<file path="config.mk">
export PLATFORM = sky130hd
export DESIGN_NAME = apb_master_bridge
export DESIGN_NICKNAME = d
export VERILOG_FILES = /design/src/rtl/apb_master_bridge.sv
export SDC_FILE = /design/constraint.sdc
export NUM_CORES = 1
export LEC_CHECK = 0
export ABC_CLOCK_PERIOD_IN_PS = 1350
export CORE_UTILIZATION = 41
export CTS_CLUSTER_DIAMETER = 50
export DETAILED_ROUTE_END_ITERATION = 6
export GPL_TIMING_DRIVEN = 0
export PLACE_DENSITY = 0.8
export REMOVE_ABC_BUFFERS = 1
export SKIP_LAST_GASP = 1
export SYNTH_ARGS = -nofsm -noshare
export SYNTH_HDL_FRONTEND = slang
export SYNTH_SLANG_ARGS = --single-unit
</file>
<file path="constraint.sdc">
create_clock -name clk -period 1.35 [get_ports clk]
set_input_delay 0.135 -clock clk [delete_from_list [all_inputs] [get_ports clk]]
set_output_delay 0.135 -clock clk [all_outputs]
set_load 0.02 [all_outputs]
</file>
<file path="src/rtl/apb_master_bridge.sv">
// APB requester: one command at a time through IDLE -> SETUP -> ACCESS.
// Optional ACCESS wait-timeout abort enabled by defining APB_MASTER_TIMEOUT_EN.
module apb_master_bridge #(
  parameter int ADDR_W         = 5,
  parameter int DATA_W         = 32,
  parameter int TIMEOUT_CYCLES = 16
) (
  input  logic              clk,
  input  logic              resetn,
  input  logic              cmd_valid,
  output logic              cmd_ready,
  input  logic              cmd_write,
  input  logic [ADDR_W-1:0] cmd_addr,
  input  logic [DATA_W-1:0] cmd_wdata,
  output logic              rsp_valid,
  output logic [DATA_W-1:0] rsp_rdata,
  output logic              rsp_err,
  output logic              psel,
  output logic              penable,
  output logic              pwrite,
  output logic [ADDR_W-1:0] addr,
  output logic [DATA_W-1:0] pwdata,
  input  logic              pready,
  input  logic              pslverr,
  input  logic [DATA_W-1:0] prdata
);

  typedef enum logic [1:0] {
    S_IDLE,
    S_SETUP,
    S_ACCESS
  } state_t;

  state_t              r_state;
  logic                r_psel;
  logic                r_penable;
  logic                r_pwrite;
  logic [ADDR_W-1:0]   r_addr;
  logic [DATA_W-1:0]   r_pwdata;
  logic                r_rsp_valid;
  logic [DATA_W-1:0]   r_rsp_rdata;
  logic                r_rsp_err;
  logic                w_tmo;

`ifdef APB_MASTER_TIMEOUT_EN
  localparam int CW = $clog2(TIMEOUT_CYCLES + 1);
  logic [CW-1:0] r_wait;

  // pready in the final wait cycle still completes normally
  assign w_tmo = !pready && (r_wait == CW'(TIMEOUT_CYCLES - 1));

  always_ff @(posedge clk) begin
    if (!resetn) begin
      r_wait <= '0;
    end else if (r_state == S_SETUP) begin
      r_wait <= '0;
    end else if (r_state == S_ACCESS && !pready) begin
      r_wait <= r_wait + CW'(1);
    end
  end
`else
  // no wait counter: ACCESS waits for pready indefinitely
  assign w_tmo = (TIMEOUT_CYCLES < 1);
`endif

  always_ff @(posedge clk) begin
    if (!resetn) begin
      r_state     <= S_IDLE;
      r_psel      <= 1'b0;
      r_penable   <= 1'b0;
      r_pwrite    <= 1'b0;
      r_addr      <= '0;
      r_pwdata    <= '0;
      r_rsp_valid <= 1'b0;
      r_rsp_rdata <= '0;
      r_rsp_err   <= 1'b0;
    end else begin
      r_rsp_valid <= 1'b0;
      unique case (r_state)
        S_IDLE: begin
          if (cmd_valid) begin
            r_pwrite  <= cmd_write;
            r_addr    <= cmd_addr;
            if (cmd_write) r_pwdata <= cmd_wdata;
            r_psel    <= 1'b1;
            r_penable <= 1'b0;
            r_state   <= S_SETUP;
          end
        end
        S_SETUP: begin
          r_penable <= 1'b1;
          r_state   <= S_ACCESS;
        end
        S_ACCESS: begin
          if (pready || w_tmo) begin
            r_psel      <= 1'b0;
            r_penable   <= 1'b0;
            r_rsp_valid <= 1'b1;
            r_rsp_err   <= pready ? pslverr : 1'b1;
            r_rsp_rdata <= (pready && !r_pwrite) ? prdata : '0;
            r_state     <= S_IDLE;
          end
        end
        default: r_state <= S_IDLE;
      endcase
    end
  end

  assign cmd_ready = (r_state == S_IDLE);
  assign psel      = r_psel;
  assign penable   = r_penable;
  assign pwrite    = r_pwrite;
  assign addr      = r_addr;
  assign pwdata    = r_pwdata;
  assign rsp_valid = r_rsp_valid;
  assign rsp_rdata = r_rsp_rdata;
  assign rsp_err   = r_rsp_err;

endmodule

</file>
==> results.md <==
* Outcome: complete, no violations
* Register area share after synthesis at 0.477
* Worst vdd ir at about 670 uV
* DP Area at about 4700 um^2
* Req. time, crit path at between 1 and 1.5 ns
* CP top delay family: flip-flops
* Max-slew violations at 0
* Leak pwr at 2.10 nW
* Post-route setup slack at 0.0719 ns
* Worst-Margin Slew at 0.660 ns
* YS warnings at 0
* Top cell type's share of synthesized area at 0.477
* Number of buffers and inverters on the critical path at 1
* Mapped cell area at around 3200 um^2
* Critical R2R Launch: r_state[1]
* Register area at about 1500 um^2
* Fin crit period at about 1.3 ns
* FF-to-FF path depth at 3
* Crit path largest cell delay at around 0.46 ns
* RePlAce Congestion at roughly 0.76
* Remaining DRCs at 0
* Rel. slew slack at 0.560
* Die width at 90.2 um
* Number of diodes at 0
* Initial antenna violation count at 0
* Finished Core Util at 0.654
* GRT Residual Overflow at 0
* CTS tree: done
* Element type at the critical path start: flip-flop
* Final cell count without fillers at roughly 570
* Reg2Reg Setup Slack at ~0.10 ns
* CP Max Fanout at 18
* Die Y-Extent at approximately 90 um
* DR pass1 iterations at 4
* Worst Setup End Kind: output port
* Post-synth EDFFs at 0
* Max clock buf depth at 2
* Vias in the first global route at between 2k and 3k
* Nets@finish at ~540
* Layout cell share with drive strength beyond 1 at 0.0655
* Initial DRC count at 110
* Final setup viols at 0
* Rows at 31
* H-tree Lvls at 3
* I/O Buffers at between 100 and 150
* Synth area leader: dfxtp_1
* Layout area overhead at 51.0%
* Footprint of the multi-input gates at 1480 um^2
* Post-place setup slack at -0.715 ns
* Initial Utilization at 0.433
* ANT nets after route at 0
* Clock transition at path regs at roughly 0.07 ns
* Most frequent cells in the layout: nand2_1 (110), dlygate4sd2_1 (74), dfxtp_1 (73), clkdlybuf4s50_1 (73), mux2i_1 (70)
* Max-Cap Viols at 0
* CTS Buf Count at 9
* Critical path type: reg -> out
* Global-route wire length before repair at about 13000 um
* Crit path cell chain: dlygate4sd2_1
* Placed wire-length estimate at around 5300 um
* Distinct cells, synth at 21
* Core Area at approximately 7400 um^2
* Via count at about 2.7k
* Worst hold endpoint: rsp_rdata[14]
* Routed wire length at approximately 7700 um
* #FFs+latches synth at between 70 and 80
* Worst-Skew Late Latency at 0.33 ns
* R2r endpoint: pwdata[0]
* Worst hold stages at 3
* Hold Path Class: in -> reg
* Max frequency at around 780 MHz
* Arr. time, crit path at 1.14 ns
* CTS root buffer: clkbuf_8
* Die footprint at 8140 um^2
* Syn avg cell area at roughly 9.6 um^2
* Most common cell after layout, fill and taps aside: nand2_1
* Post-DR wirelength/cell at roughly 14 um
* Tcrit/Tclk final at 0.947
* Asr flop ratio synth at 0
* I/O Pins at 150
* RSZ-0062 raised after global routing: no
* Largest net degree at the start of global routing at 80
* # fillers at 647
* Cells after Synth at between 300 and 400
* Design Area, Final at 4820 um^2
* DP Cell Count at ~550
* Worst Skew at approximately 0.0032 ns
* Top cells by area, synth: dfxtp_1 (48%), mux2i_1 (22%), nand2_1 (13%)
* Post-synth top flop: dfxtp_1
* Worst Hold Launch: resetn
* Avg Vias per Cell at approximately 4.7
* Crit-path slowest cell: dfxtp_4
* Power per cell area at 997 nW/um^2
* CTS sink count at 76
* Hold Fails Final Rpt at 0
* Tot GR Track Use at 0.195
[how the worst max path moves through the flow]
stage	to	slack, ns	startpoint	cells after the start
floorplan	rsp_err	-0.62	r_state[1]	2
global placement	penable	-3.26	resetn	3
detailed placement	addr[2]	-0.72	cmd_valid	3
CTS	pwrite	-0.04	pwrite	1
global route	pwdata[28]	0.03	r_state[1]	3
finish	pwrite	0.07	pwrite	1
[worst min-delay path, delay by kind of cell]
kind                   cells  cell delay (ns)
buffers and inverters      1             0.29
multiplexers               1             0.05
AND/OR/NAND/NOR            1             0.15
[power by group]
| group | total [mW] | switching [mW] | internal (mW) | leakage [nW] |
|---|---|---|---|---|
| sequential | 2.39 | 0.0569 | 2.33 | 0.620 |
| clock | 1.61 | 0.747 | 0.858 | 0.0986 |
| combinational | 0.807 | 0.374 | 0.433 | 1.38 |
| total | 4.80 | 1.18 | 3.62 | 2.10 |
[flip-flops by register name, summed over array words and instances (netlist names)]
name and count:
r_state 2, rsp_valid 1, penable 1, pwrite 1
psel 1, rsp_err 1, rsp_rdata 32, pwdata 32
addr 5
[cells in the mapped netlist (all sizes together), types with 2 or more instances]
master and instances:
nand2 110, dfxtp 76, mux2i 70, nand3b 32
buf 15, clkbuf 13, and2 2, o2bb2ai 2
[cell type report]
cell class / instances / share of cell area
Multi-Input combinational cell: 226 / 0.308
Clock buffer: 14 / 0.0379
Clock inverter: 1 / 0.00104
Tap cell: 99 / 0.0257
Timing Repair Buffer: 155 / 0.310
Sequential cell: 76 / 0.317
Inverter: 1 / 0.000779
[metal layers]
metal / share of wire / up-vias / global-route usage
met1: 0.43 / 1221 / 0.237
met3: 0.081 / 9 / 0.0618
li1: - / 1371 / -
met2: 0.47 / 101 / 0.320
met4: 0.016 / 0 / 0.0753
met5: 0 / - / 0
[stage by stage]
step	hold WS, ns	setup TNS, ns	total power, mW
final	0.353	0	4.80
after global routing	0.359	0	5.03
after CTS	0.335	-0.0494	4.86
after detailed placement	0.447	-18.62	3.30
after global placement	0.441	-221.88	3.29
after floorplan	0.252	-42.20	2.78
[cells by family (layout without fill, tap and decap cells)]
logic type | Yosys count | after routing | share of synthesized area
DFF | 76 | 76 | 0.477
buffers and inverters | 29 | 171 | 0.0639
AOI/OAI and AO/OA | 4 | 4 | 0.0118
and+or+nand+nor | 152 | 152 | 0.228
muxes | 70 | 70 | 0.220
[repair_timing]
| action | CTS | global route |
|---|---|---|
| pin swaps | 2 | 0 |
| endpoints found under the setup margin | 135 | 16 |
| setup buffers | 2 | 1 |
| hold buffers | 0 | 0 |
| resized for setup | 82 | 3 |
Note: power is estimated with default switching activity, not from simulation.
